--- config.mk ---
export PLATFORM = sky130hd
export DESIGN_NAME = audio_sample_streamer
export DESIGN_NICKNAME = d
export VERILOG_FILES = /design/src/rtl/audio_pkg.sv /design/src/rtl/sync_fifo.sv /design/src/rtl/audio_sample_streamer.sv
export SDC_FILE = /design/constraint.sdc
export NUM_CORES = 1
export LEC_CHECK = 0
export CAP_MARGIN = 20
export CORE_ASPECT_RATIO = 1.25
export CORE_MARGIN = 2
export CORE_UTILIZATION = 35
export DETAILED_ROUTE_END_ITERATION = 8
export MAX_ROUTING_LAYER = met4
export PLACE_DENSITY = 0.52
export SYNTH_ARGS = -nofsm -noshare
export SYNTH_HDL_FRONTEND = slang
export SYNTH_SLANG_ARGS = --single-unit
--- constraint.sdc ---
create_clock -name clk -period 6 [get_ports clk]
set_input_delay 1.2 -clock clk [delete_from_list [all_inputs] [get_ports clk]]
set_output_delay 1.2 -clock clk [all_outputs]
set_load 0.01 [all_outputs]
--- src/rtl/audio_pkg.sv ---
// ============================================================================
// Module : audio_pkg
// Brief  : Shared register offsets, sample constants and bus FSM states.
// Rev    : 1.0 - initial release
// ============================================================================
`default_nettype none

package audio_pkg;

  localparam logic [7:0] AUD_DATA   = 8'h00;
  localparam logic [7:0] AUD_STATUS = 8'h04;
  localparam logic [7:0] AUD_DIV    = 8'h08;
  localparam logic [7:0] AUD_CTRL   = 8'h0C;

  localparam int                    SAMPLE_W   = 12;
  localparam logic [SAMPLE_W-1:0]   SAMPLE_MID = 12'h800;

  typedef enum logic [0:0] {
    BUS_IDLE = 1'b0,
    BUS_ACK  = 1'b1
  } bus_state_t;

endpackage

`default_nettype wire

--- src/rtl/sync_fifo.sv ---
// ============================================================================
// Module : sync_fifo
// Brief  : Synchronous FIFO with flush; RAM read is registered (head prefetch).
// Rev    : 1.0 - initial release
// ============================================================================
`default_nettype none

module sync_fifo #(
  parameter int DEPTH = 64,
  parameter int WIDTH = 12
) (
  input  logic                     clk,
  input  logic                     rst,
  input  logic                     i_push,
  input  logic                     i_pop,
  input  logic                     i_flush,
  input  logic [WIDTH-1:0]         i_wdata,
  output logic [WIDTH-1:0]         o_head,
  output logic [$clog2(DEPTH):0]   o_level,
  output logic                     o_full,
  output logic                     o_empty
);

  localparam int AW = $clog2(DEPTH);
  localparam int LW = AW + 1;

  logic [WIDTH-1:0] r_mem [DEPTH];
  logic [WIDTH-1:0] r_head;
  logic [AW-1:0]    r_wptr;
  logic [AW-1:0]    r_rptr;
  logic [AW-1:0]    w_rptr_nxt;
  logic [LW-1:0]    r_level;
  logic             w_push;
  logic             w_pop;

  assign w_push = i_push && !i_flush;
  assign w_pop  = i_pop  && !i_flush;

  always_comb begin
    w_rptr_nxt = r_rptr;
    if (i_flush)
      w_rptr_nxt = '0;
    else if (w_pop)
      w_rptr_nxt = r_rptr + 1'b1;
  end

  always_ff @(posedge clk) begin
    if (rst || i_flush) begin
      r_wptr  <= '0;
      r_rptr  <= '0;
      r_level <= '0;
    end else begin
      if (w_push)
        r_wptr <= r_wptr + 1'b1;
      if (w_pop)
        r_rptr <= r_rptr + 1'b1;
      case ({w_push, w_pop})
        2'b10:   r_level <= r_level + 1'b1;
        2'b01:   r_level <= r_level - 1'b1;
        default: r_level <= r_level;
      endcase
    end
  end

  // Head is prefetched from the next read pointer; write-first bypass covers a
  // push into the slot that becomes the head on the same edge.
  always_ff @(posedge clk) begin
    if (w_push)
      r_mem[r_wptr] <= i_wdata;
    r_head <= (w_push && (r_wptr == w_rptr_nxt)) ? i_wdata : r_mem[w_rptr_nxt];
  end

  assign o_head  = r_head;
  assign o_level = r_level;
  assign o_full  = (r_level == LW'(DEPTH));
  assign o_empty = (r_level == '0);

endmodule

`default_nettype wire

--- src/rtl/audio_sample_streamer.sv ---
// ============================================================================
// Module : audio_sample_streamer
// Brief  : iomem audio peripheral; sample FIFO drained by a programmable tick.
// Rev    : 1.0 - initial release
// ============================================================================
`default_nettype none

module audio_sample_streamer
  import audio_pkg::*;
#(
  parameter int DEPTH    = 64,
  parameter int DIV_W    = 16,
  parameter int DIV_INIT = 2000
) (
  input  logic                clk,
  input  logic                reset,
  input  logic                sel,
  output logic                ready,
  input  logic [3:0]          wstrb,
  input  logic [7:0]          addr,
  input  logic [31:0]         wdata,
  output logic [31:0]         rdata,
  output logic [SAMPLE_W-1:0] sample_out,
  output logic                irq
);

  localparam int LW = $clog2(DEPTH) + 1;

  bus_state_t          r_state;
  bus_state_t          w_state_nxt;
  logic                w_acc;
  logic                w_wr;
  logic                w_rd;
  logic                w_data_wr;
  logic                w_div_wr;
  logic                w_ctrl_wr;
  logic                w_flush;
  logic                w_clr_un;
  logic                w_clr_ov;
  logic                w_tick;
  logic                w_pop;
  logic                w_push_ok;
  logic [31:0]         w_rd_data;
  logic [SAMPLE_W-1:0] w_head;
  logic [LW-1:0]       w_level;
  logic                w_full;
  logic                w_empty;
  logic                w_unused;

  logic [31:0]         r_rdata;
  logic [SAMPLE_W-1:0] r_sample;
  logic                r_irq;
  logic [DIV_W-1:0]    r_div;
  logic [DIV_W-1:0]    r_cnt;
  logic                r_enable;
  logic [7:0]          r_thresh;
  logic                r_underrun;
  logic                r_overflow;

  always_ff @(posedge clk) begin
    if (reset)
      r_state <= BUS_IDLE;
    else
      r_state <= w_state_nxt;
  end

  always_comb begin
    w_state_nxt = r_state;
    w_acc       = 1'b0;
    case (r_state)
      BUS_IDLE: begin
        if (sel && !reset) begin
          w_acc       = 1'b1;
          w_state_nxt = BUS_ACK;
        end
      end
      BUS_ACK:  w_state_nxt = BUS_IDLE;
      default:  w_state_nxt = BUS_IDLE;
    endcase
  end

  assign w_wr      = w_acc && (|wstrb);
  assign w_rd      = w_acc && !(|wstrb);
  assign w_data_wr = w_wr && (addr == AUD_DATA);
  assign w_div_wr  = w_wr && (addr == AUD_DIV);
  assign w_ctrl_wr = w_wr && (addr == AUD_CTRL);
  assign w_flush   = w_ctrl_wr && wdata[1];
  assign w_clr_un  = w_ctrl_wr && wdata[2];
  assign w_clr_ov  = w_ctrl_wr && wdata[3];

  assign w_tick    = r_enable && (r_cnt == (r_div - 1'b1));
  assign w_pop     = w_tick && !w_empty && !w_flush;
  // A pop on the same edge frees a slot, so a full FIFO still accepts the push.
  assign w_push_ok = w_data_wr && (!w_full || w_pop);
  assign w_unused  = ^wdata[31:16];

  sync_fifo #(
    .DEPTH (DEPTH),
    .WIDTH (SAMPLE_W)
  ) u_fifo (
    .clk     (clk),
    .rst     (reset),
    .i_push  (w_push_ok),
    .i_pop   (w_pop),
    .i_flush (w_flush),
    .i_wdata (wdata[SAMPLE_W-1:0]),
    .o_head  (w_head),
    .o_level (w_level),
    .o_full  (w_full),
    .o_empty (w_empty)
  );

  always_comb begin
    w_rd_data = '0;
    case (addr)
      AUD_STATUS: w_rd_data = {12'h000, r_overflow, r_underrun, w_full, w_empty, 16'(w_level)};
      AUD_DIV:    w_rd_data = 32'(r_div);
      AUD_CTRL:   w_rd_data = {16'h0000, r_thresh, 7'h00, r_enable};
      default:    w_rd_data = '0;
    endcase
  end

  always_ff @(posedge clk) begin
    if (reset) begin
      r_rdata    <= '0;
      r_sample   <= SAMPLE_MID;
      r_irq      <= 1'b0;
      r_div      <= DIV_W'(DIV_INIT);
      r_cnt      <= '0;
      r_enable   <= 1'b0;
      r_thresh   <= 8'(DEPTH / 4);
      r_underrun <= 1'b0;
      r_overflow <= 1'b0;
    end else begin
      r_rdata <= w_rd ? w_rd_data : '0;

      if (w_div_wr)
        r_div <= (wdata[DIV_W-1:0] == '0) ? DIV_W'(1) : wdata[DIV_W-1:0];

      if (w_ctrl_wr) begin
        r_enable <= wdata[0];
        r_thresh <= wdata[15:8];
      end

      if (w_div_wr || !r_enable || w_tick)
        r_cnt <= '0;
      else
        r_cnt <= r_cnt + 1'b1;

      if (w_pop)
        r_sample <= w_head;

      r_underrun <= (w_tick && w_empty) || (r_underrun && !w_clr_un);
      r_overflow <= (w_data_wr && !w_push_ok) || (r_overflow && !w_clr_ov);

      r_irq <= r_enable && (32'(w_level) <= 32'(r_thresh));
    end
  end

  assign ready      = (r_state == BUS_ACK);
  assign rdata      = r_rdata;
  assign sample_out = r_sample;
  assign irq        = r_irq;

endmodule

`default_nettype wire

==> impl_summary.txt <==
----------------------------------------------------
[Clock tree]
  Clock insertion delay at the later pin of the skew report ... between 600 and 700 ps
  Reg clk slew, reported paths ... ~60 ps
  CTS max path bufs ... 3
  Number of gates resized after cts ... 0
  Clock Tree Root ... sky130_fd_sc_hd__clkbuf_16
  # hold bufs at CTS ... 0
  # clock sinks ... 870
  TritonCTS clock tree ... built
  H-tree levels ... 3
  Number of setup buffers added after CTS ... 0
  Number of buffers created by CTS ... 90

[Pwr]
  Static leakage power ... 12.2 nW
  Net Sw Frac ... between 20% and 30%
  Share of power burned in combinational logic ... between 1 and 1.5%
  Peak supply drop ... 0.000206 V
  Net switching component of the power ... between 2 and 2.5 mW
  Internal power consumption ... between 9 and 10 mW
  Relative contribution of the clock network to total power ... between 40% and 50%
  Power density relative to cell area ... roughly 300 nW/um2
  Sequential Power Share ... a little over half

[Die]
  # IOs ... 93
  Total Die Area ... 101000 um2
  Die Y-Extent ... 355 um
  Initial Util ... 35.3%
  Area of the placeable core ... 97500 um2
  Width of the die ... 285 um
  Num rows ... 128

[Global route]
  Total routing usage reported by global routing ... between 10% and 20%
  Antenna violations before repair ... 2
  Overflow left after global routing ... 0
  Via count of the first global-routing pass ... 17914
  First-pass GRT wire length ... ~120000 um
  Maximum number of pins on one net before global-route repair ... just under 70

[Timing]
  Clock period minus worst slack ... about 5300 ps
  Tightest Pin Transition ... ~860 ps
  Slew headroom ... 42.6%
  Sum of negative setup slack ... 0 ps
  Final setup violation count ... 0
  Share of the cycle needed by the critical path after routing ... 87.9%
  F_max ... approximately 190 MHz
  Worst-case hold slack ... between 400 and 500 ps
  Unrepaired setup endpoints after global routing ... false
  Max Clock Skew ... 33.6 ps
  Hold Fails Final Rpt ... 0
  Final Max Tran Viols ... 0

[Drt]
  Met3 routed wirelength ... about 3100 um
  Number of optimization iterations in the first detailed-route pass ... 5
  Total met2 wirelength after detailed routing ... ~43000 um
  Total length of routed wires ... around 84000 um
  Drt initial violations ... about 1600
  Vias per std cell ... ~5.2
  Met1 wire length ... ~36000 um
  Top layer used by detailed routing ... met4
  Number of nets still failing antenna checks after routing ... 0
  Routed via count ... roughly 17000
  DRC violations left ... 0
  Average detailed-routed wire length per instance ... between 20 and 30 um

[Critical path]
  Arrival @ worst endpoint ... slightly below 6000 ps
  Class of the most critical setup path ... register to register
  CP Max Fanout ... 10
  Data required, critical path ... roughly 6500 ps
  Element type at the critical path end ... register
  CP Launch Type ... register

[Logic synthesis]
  Post-Synthesis Cells ... roughly 1800
  Count of flip-flops with a built-in enable after synthesis ... between 700 and 800
  Ys Warns ... 0
  Count of different cell masters after synthesis ... between 60 and 70
  Most used flip-flop cell after synthesis ... sky130_fd_sc_hd__edfxtp_1
  Flip-flop and latch count after synthesis ... 870
  Mean post-synth cell area ... around 20 um2
  Proportion of synthesized chip area in sequential cells ... between 70% and 80%
  Share of synthesized flip-flops with an asynchronous set or reset ... 0%
  Post-synth design cell area ... roughly 34000 um2

[Run status]
  Run status ... finished clean

[Layout]
  Nets ... ~2000
  Share of final-layout standard cells stronger than drive strength 1 ... between 20% and 30%
  Final Instance Area ... ~40000 um2
  Signed area change from the synthesized netlist to the final layout ... 15.8%

[Place]
  HPWL Detailed ... roughly 53000 um
  Placement Cell Area ... around 37000 um2
  Number of buffers added on ports ... 64
  RD Place Congestion ... 0.828

[Run]
  Max-cap viol count ... 0

[Hold path]
  Type of the worst min-delay path ... register to register

----------------------------------------------------
==> Yosys cell counts, drive strengths merged (5+ instances only) <==
| cell type | number | area, um2 |
|---|---|---|
| a21oi | 29 | 149 |
| a22oi | 16 | 120 |
| and3 | 11 | 68.8 |
| buf | 46 | 253 |
| clkbuf | 66 | 248 |
| dfxtp | 102 | 2040 |
| edfxtp | 768 | 23100 |
| ha | 17 | 213 |
| inv | 20 | 75.1 |
| mux2i | 27 | 270 |
| mux4 | 252 | 5680 |
| nand2 | 58 | 218 |
| nand3 | 28 | 153 |
| nand3b | 5 | 37.5 |
| nand4 | 16 | 100 |
| nor2 | 161 | 604 |
| nor2b | 9 | 56.3 |
| nor3 | 10 | 50.1 |
| nor4 | 12 | 105 |
| o21ai | 6 | 30.0 |
| o31ai | 6 | 45.0 |
| or3 | 8 | 50.1 |
| or4 | 10 | 78.8 |
| xnor2 | 17 | 149 |
| xor2 | 19 | 166 |
==> through the flow <==
step | cells | total power, mW | util (%) | setup slack (ps)
6_report | 3298 | 12.1 | 40.9 | 728
5_1_grt | 3298 | 12.5 | 40.9 | 303
4_1_cts | 3297 | 12.3 | 40.9 | 743
3_5_place_dp | 3133 | 6.86 | 38.0 | 731
3_3_place_gp | 3130 | 6.85 | 37.9 | 775
2_1_floorplan | 1779 | 6.73 | - | 1380
==> worst max-delay path, cell delays in order, from the launching register on <==
cell                       delay, ps
sky130_fd_sc_hd__dfxtp_1         370
sky130_fd_sc_hd__inv_1           110
sky130_fd_sc_hd__ha_1            340
sky130_fd_sc_hd__or4b_4          550
sky130_fd_sc_hd__nor4_1          490
sky130_fd_sc_hd__mux2i_1         250
sky130_fd_sc_hd__nor2_1          110
sky130_fd_sc_hd__nor4_4          470
sky130_fd_sc_hd__a21o_1          400
sky130_fd_sc_hd__nand2_1         100
sky130_fd_sc_hd__ha_1            300
sky130_fd_sc_hd__ha_1            350
sky130_fd_sc_hd__nor2b_1         160
sky130_fd_sc_hd__o21ai_0         230
sky130_fd_sc_hd__a21boi_0        150
sky130_fd_sc_hd__o21ai_0         220
sky130_fd_sc_hd__a21oi_1         100
sky130_fd_sc_hd__nor3_1          220
sky130_fd_sc_hd__xnor2_1         140
sky130_fd_sc_hd__nor2_1           50
==> per-layer routing <==
metal	up-vias	GRT usage, %
met5	-	-
met4	0	5.47
met3	117	2.05
met2	414	29.1
met1	9190	22.2
li1	7459	-
==> final timing paths <==
check                                           start                             end  slack (ps)  depth (start not counted)
worst min register to register       ready$_SDFF_PP0_                ready$_SDFF_PP0_         460                          1
worst min-delay path                 ready$_SDFF_PP0_                ready$_SDFF_PP0_         460                          1
worst max register to register  r_div[0]$_SDFFE_PP0P_  u_fifo.o_level[6]$_SDFFE_PP0P_         730                         19
worst max-delay path            r_div[0]$_SDFFE_PP0P_  u_fifo.o_level[6]$_SDFFE_PP0P_         730                         19
==> layout by cell type (no fill, tap or decap), drive strengths merged, types with 4 or more instances in the layout <==
cell type      instances
nand3                 28
edfxtp               768
a21o                   4
conb                  12
and3                  11
ha                    17
nand4                 16
clkinv                41
nor2                 161
a21oi                 29
nor3                  10
dfxtp                102
buf                  115
nor2b                  9
a211oi                 4
a22oi                 16
o31ai                  6
mux2i                 27
xnor2                 17
or3                    8
mux4                 252
clkbuf               110
nor4                  12
bufinv                 6
nand2                 58
o21ai                  6
inv                   25
clkdlybuf4s50         51
xor2                  19
or4                   10
nand3b                 5
==> flip-flops by register name (all words and copies together), names as in the netlist, named ones only <==
register,count
r_enable,1
u_fifo.r_mem,768
u_fifo.r_wptr,6
r_thresh,8
ready,1
u_fifo.o_level,7
r_underrun,1
r_cnt,16
irq,1
r_div,16
u_fifo.r_rptr,6
r_overflow,1
sample_out,12
rdata,20
==> power by group through the flow <==
stage	sequential, mW	clock (mW)	combinational [mW]
5_1_grt	6.57	5.79	0.159
3_3_place_gp	6.71	0	0.142
4_1_cts	6.58	5.57	0.151
6_report	6.58	5.43	0.145
3_5_place_dp	6.71	0	0.150
2_1_floorplan	6.71	0	0.0199
==> cell type report <==
type | instances | area, um2
multi-input cells | 777 | 8800
well taps | 1300 | 1630
flip-flops and latches | 870 | 25100
fillers | 8520 | 57700
diodes | 1 | 2.50
repair buffers | 166 | 1400
clock inverters | 54 | 494
clock buffers | 110 | 2360
inverters | 20 | 75.1
==> logic make-up (layout without fill, tap and decap cells) <==
| group | Yosys count | after routing | synth area share (%) |
|---|---|---|---|
| muxes | 280 | 280 | 17.3 |
| other | 1 | 13 | 0.0109 |
| and+or+nand+nor | 345 | 345 | 4.80 |
| AOI/OAI and AO/OA | 86 | 86 | 1.70 |
| xor gates and xnor gates | 36 | 36 | 0.916 |
| adders and majority gates | 18 | 18 | 0.676 |
| buffers and inverters | 132 | 350 | 1.67 |
| DFF | 870 | 870 | 72.9 |
No activity file was read; power rests on OpenSTA's default activity.
